`src/rtl/text_console_writer.sv`:
```
// Character stream to text-buffer cell writes with cursor, CR/LF/BS/FF handling.
// Define XRC_LINE_CLEAR_EN to clear each newly entered row and the whole screen on form feed.
module text_console_writer #(
    parameter int COLS = 120,
    parameter int ROWS = 61
) (
    input  logic        clk50,
    input  logic        rst_n,
    input  logic [7:0]  CharIn,
    input  logic [9:0]  AttrIn,
    input  logic        CharValid,
    output logic        CharReady,
    output logic [12:0] WAddr,
    output logic [17:0] WData,
    output logic        Write,
    output logic [6:0]  CursorCol,
    output logic [5:0]  CursorRow,
    output logic [2:0]  fsm_state
);
    typedef enum logic [2:0] {
        IDLE, SETUP, STROBE, ADVANCE, CLEAR_SETUP, CLEAR_STROBE
    } state_t;

    localparam logic [6:0]  COLS_M1 = 7'(COLS - 1);
    localparam logic [5:0]  ROWS_M1 = 6'(ROWS - 1);
    localparam logic [12:0] COLS_W  = 13'(COLS);
`ifdef XRC_LINE_CLEAR_EN
    localparam logic [12:0] CELLS_M1 = 13'(COLS * ROWS - 1);
`endif

    state_t      state, next_state;
    logic [7:0]  char_q;
    logic [12:0] line_base;
    logic [6:0]  col;
    logic [5:0]  row;
`ifdef XRC_LINE_CLEAR_EN
    logic [9:0]  attr_q;
    logic [12:0] clear_left;
`endif

    logic        in_print, q_print, row_adv, go_home, last_row;
    logic [5:0]  next_row;
    logic [12:0] next_base;

    // Handshake: a character transfers on a clk50 rising edge where CharValid and
    // CharReady are both 1; CharReady is 1 only in IDLE and never while rst_n is low.
    always_comb begin
        in_print  = (CharIn >= 8'h20) && (CharIn != 8'h7F);
        q_print   = (char_q >= 8'h20) && (char_q != 8'h7F);
        row_adv   = (q_print && (col == COLS_M1)) || (char_q == 8'h0A);
        go_home   = (char_q == 8'h0C);
        last_row  = (row == ROWS_M1);
        next_row  = last_row ? 6'd0 : row + 6'd1;
        next_base = last_row ? 13'd0 : line_base + COLS_W;
    end

    always_ff @(posedge clk50) begin
        if (!rst_n) state <= IDLE;
        else        state <= next_state;
    end

    always_comb begin
        next_state = state;
        case (state)
            IDLE:         if (CharValid) next_state = in_print ? SETUP : ADVANCE;
            SETUP:        next_state = STROBE;
            STROBE:       next_state = ADVANCE;
`ifdef XRC_LINE_CLEAR_EN
            ADVANCE:      next_state = (row_adv || go_home) ? CLEAR_SETUP : IDLE;
            CLEAR_SETUP:  next_state = CLEAR_STROBE;
            CLEAR_STROBE: next_state = (clear_left == 13'd0) ? IDLE : CLEAR_SETUP;
`else
            ADVANCE:      next_state = IDLE;
`endif
            default:      next_state = IDLE;
        endcase
    end

    always_comb begin
        CharReady = rst_n && (state == IDLE);
        Write     = (state == STROBE) || (state == CLEAR_STROBE);
        fsm_state = state;
    end

    assign CursorCol = col;
    assign CursorRow = row;

    // Line base tracks row*COLS incrementally so the address needs only an adder.
    always_ff @(posedge clk50) begin
        if (!rst_n) begin
            char_q     <= '0;
            line_base  <= '0;
            col        <= '0;
            row        <= '0;
            WAddr      <= '0;
            WData      <= '0;
`ifdef XRC_LINE_CLEAR_EN
            attr_q     <= '0;
            clear_left <= '0;
`endif
        end else begin
            case (state)
                IDLE: if (CharValid) begin
                    char_q <= CharIn;
`ifdef XRC_LINE_CLEAR_EN
                    attr_q <= AttrIn;
`endif
                    if (in_print) begin
                        WAddr <= line_base + {6'd0, col};
                        WData <= {AttrIn, CharIn};
                    end
                end
                ADVANCE: begin
                    if (row_adv) begin
                        col       <= '0;
                        row       <= next_row;
                        line_base <= next_base;
                    end else if (go_home) begin
                        col       <= '0;
                        row       <= '0;
                        line_base <= '0;
                    end else if (q_print) begin
                        col <= col + 7'd1;
                    end else if (char_q == 8'h0D) begin
                        col <= '0;
                    end else if ((char_q == 8'h08) && (col != 7'd0)) begin
                        col <= col - 7'd1;
                    end
`ifdef XRC_LINE_CLEAR_EN
                    if (row_adv) begin
                        WAddr      <= next_base;
                        WData      <= {attr_q, 8'h20};
                        clear_left <= COLS_W - 13'd1;
                    end else if (go_home) begin
                        WAddr      <= '0;
                        WData      <= {attr_q, 8'h20};
                        clear_left <= CELLS_M1;
                    end
`endif
                end
`ifdef XRC_LINE_CLEAR_EN
                CLEAR_STROBE: if (clear_left != 13'd0) begin
                    WAddr      <= WAddr + 13'd1;
                    clear_left <= clear_left - 13'd1;
                end
`endif
                default: ;
            endcase
        end
    end
endmodule

```
`config.mk`:
```
export PLATFORM = sky130hd
export DESIGN_NAME = text_console_writer
export DESIGN_NICKNAME = d
export VERILOG_FILES = /design/src/rtl/text_console_writer.sv
export SDC_FILE = /design/constraint.sdc
export NUM_CORES = 1
export LEC_CHECK = 0
export BUFFER_PORTS_ARGS = -buffer_cell sky130_fd_sc_hd__buf_4
export CAP_MARGIN = 20
export CORE_ASPECT_RATIO = 0.75
export CORE_UTILIZATION = 40
export CTS_CLUSTER_DIAMETER = 100
export DETAILED_ROUTE_END_ITERATION = 16
export SLEW_MARGIN = 30
export SYNTH_ARGS = -nofsm -noshare
export SYNTH_HDL_FRONTEND = slang
export SYNTH_SLANG_ARGS = --single-unit
export TNS_END_PERCENT = 10
```
`constraint.sdc`:
```
create_clock -name clk50 -period 1.8 [get_ports clk50]
set_input_delay 0.09 -clock clk50 [delete_from_list [all_inputs] [get_ports clk50]]
set_output_delay 0.09 -clock clk50 [all_outputs]
set_load 0.02 [all_outputs]
```
==> results by group <==
Floorplan
  • Boundary pin count: 70
  • Std cell rows: 28
  • Die span in x: 108 microns
  • Die Y: 81.1 microns
  • Die ar.: 0.00873 sq mm
  • Core area: 0.00799 sq mm
  • Starting Density: 0.418

Setup path
  • Critical Path RT: 2070 ps
  • Worst Setup End Kind: flip-flop
  • Crit-path max FO: 4
  • Startpoint Class: flip-flop
  • Critical Path Start: char_q[7]$_SDFFE_PN0P_
  • CP Data Arrival Time: 2170 ps
  • Critical R2R Launch: char_q[7]$_SDFFE_PN0P_
  • Critical path class: reg2reg

Route
  • DRT Pass-1 Iters: 4
  • Vias per inst: 5.17
  • Final ANT Viol Nets: 0
  • First DRT Iteration DRCs: 186
  • Final WL: 9410 microns
  • WL/cell: 14.3 microns
  • DRT met1 WL: 4740 microns
  • Top layer in use: met4
  • Drc violations: 0
  • Number of vias in the routed layout: 3409
  • WL met2: 4150 microns
  • Met3 routed wirelength: 409 microns

Synth
  • Synth Instances: 418
  • Top cell type's share of synthesized area: 0.384
  • Syn Area/Cell: 7.99 sq um
  • Yosys reg bits: 64
  • Asr flop ratio synth: 0
  • EDFF count, synth: 0
  • Synth warn: 0
  • Cell taking the most area after synthesis: dfxtp_1
  • Most area-consuming cells after synthesis: dfxtp_1 (38%), nand2_1 (8.9%), a21oi_1 (7.0%), ha_1 (5.6%), o21ai_0 (3.9%)
  • Most used DFF post-synth: dfxtp_1
  • Cell variety after synth: 57
  • Mapped cell area: 0.00334 sq mm
  • Sequential fraction of the synthesis area: 0.384

Clocking
  • Sink Count: 64
  • CTS tree: done
  • Root Buffer: clkbuf_8
  • Clock Path Buffers: 2
  • Clock transition at the registers of the reported paths: 70 ps
  • H-tree depth: 3
  • TritonCTS Buffers: 9
  • Skew-Pair Late Insertion Delay: 350 ps

Timing
  • Final WS setup: -98.0 ps
  • Period Utilization, post-route: 1.05
  • Fin. max-slew vios: 0
  • Fin crit period: 1900 ps
  • Fmax: 527 MHz
  • Unrepaired setup endpoints after global routing: true
  • Final hold violations: 0
  • Final setup vio count: 12
  • Clock skew: 8.57 ps

Hold path
  • Hold_sp: CharIn[2]
  • Hold WC Path Type: in2reg

Final layout
  • Most frequent cells in the layout: buf_4 (123), nand2_1 (78), dfxtp_1 (54)
  • Fillers: 719
  • Area growth syn-to-layout: 44.6%
  • Nets: 585
  • Share of cells above drive strength 1: 0.343
  • N_diodes: 0
  • Most common cell after layout, fill and taps aside: buf_4
  • Final Core Density: 0.605

Run
  • Max cap viols: 0

Global routing
  • Initial antenna violation count: 0
  • Number of global-route vias before repair: 3135
  • Largest net degree at the start of global routing: 40
  • Overall global routing resource usage: 0.223
  • Congestion Overflow GR: 0
  • First-pass GRT wire length: 15200 microns

Placed design
  • Dpl ws: -236 ps
  • PortBufs: 68
  • Weighted congestion at the end of routability-driven global placement: 0.829
  • Post-DP HPWL: 6640 microns

Status
  • Failing checks: negative setup slack
  • Status: finished, violations left

Power and ir drop
  • Pleak: 2.12 nW
  • Power Dens Cells: 818 mW/mm^2
  • Peak supply drop: 0.467 mV
-- area by class of cell --
| cell class | count | area (sq um) | share of cell area |
|---|---|---|---|
| well taps | 105 | 131 | 0.0272 |
| clock buffers | 10 | 138 | 0.0285 |
| flip-flops and latches | 64 | 1300 | 0.269 |
| inverters | 15 | 56.3 | 0.0117 |
| multi-input cells | 319 | 2050 | 0.423 |
| clock inverters | 6 | 43.8 | 0.00907 |
| repair buffers | 140 | 1120 | 0.231 |
-- worst max-delay path, stage by stage (launching register included) --
cell and delay (ps):
dfxtp_2 350, nor4_4 380, nand2_2 140, o41ai_4 370, o21ai_2 100, or3_1 370
a21oi_2 110
-- power by group --
part	internal [W]	total (W)	switching, W
clock	0.000541	0.00113	0.000593
combinational	0.000527	0.00119	0.000666
sequential	0.00154	0.00162	0.0000857
total	0.00260	0.00395	0.00135
-- state kept, by name (all words and copies together), names as in the netlist --
signal     flops
WAddr         13
char_q         8
WData         18
fsm_state      2
line_base     10
CursorCol      7
CursorRow      6
-- worst paths after layout --
| kind | cells after the start | slack [ps] | end |
|---|---|---|---|
| worst min register to register | 2 | 460 | WData[14]$_SDFFE_PN0P_ |
| worst max-delay path | 6 | -100 | CursorCol[0]$_SDFFE_PN0P_ |
| worst min-delay path | 3 | 10 | WData[2]$_SDFFE_PN0P_ |
| worst max register to register | 6 | -100 | CursorCol[0]$_SDFFE_PN0P_ |
-- routing by layer --
layer / global-route usage / vias up
met1: 0.316 / 1584
met5: 0 / -
met2: 0.336 / 79
met3: 0.0514 / 13
li1: - / 1733
met4: 0.0685 / 0
-- synthesized netlist by cell type (all sizes together) (4+ instances only) --
| library cell | n |
|---|---|
| a211oi | 5 |
| a21o | 9 |
| a21oi | 47 |
| a31oi | 4 |
| and2 | 4 |
| and3 | 4 |
| buf | 6 |
| clkbuf | 16 |
| dfxtp | 64 |
| ha | 15 |
| inv | 15 |
| nand2 | 82 |
| nand3 | 18 |
| nand4 | 4 |
| nor2 | 19 |
| nor3 | 7 |
| o21ai | 28 |
| o2bb2ai | 5 |
| or3 | 4 |
| xnor2 | 7 |
| xor2 | 6 |
-- metrics by stage --
stage          area, sq um  hold slack [ps]  power, W  setup TNS [ps]  cells
2_1_floorplan         3360              226   0.00230            -102    419
3_3_place_gp          4330              341   0.00275           -1630    623
3_5_place_dp          4330              346   0.00276           -2890    623
4_1_cts               4690             2.07   0.00395           -1890    655
5_1_grt               4830             21.8   0.00417           -2210    659
6_report              4830             14.7   0.00395            -280    659
-- cells by family (layout without fill, tap and decap cells) --
family	after synthesis	after routing	share of synthesized area
and+or+nand+nor	163	164	0.237
AOI/OAI and AO/OA	122	122	0.234
DFF	64	64	0.384
buffers and inverters	37	171	0.0449
adders and majority gates	15	15	0.0562
xor gates and xnor gates	13	13	0.0341
muxes	3	3	0.00899
other	1	2	0.00112
-- repair_timing --
action	in CTS	in global routing
resized for setup	15	28
pin swaps	15	10
buffers inserted	3	4
endpoints found under the hold margin	12	0
setup endpoints to repair	23	27
gates cloned	1	0
hold buffers	12	0
(Power assumes the default switching activity.)
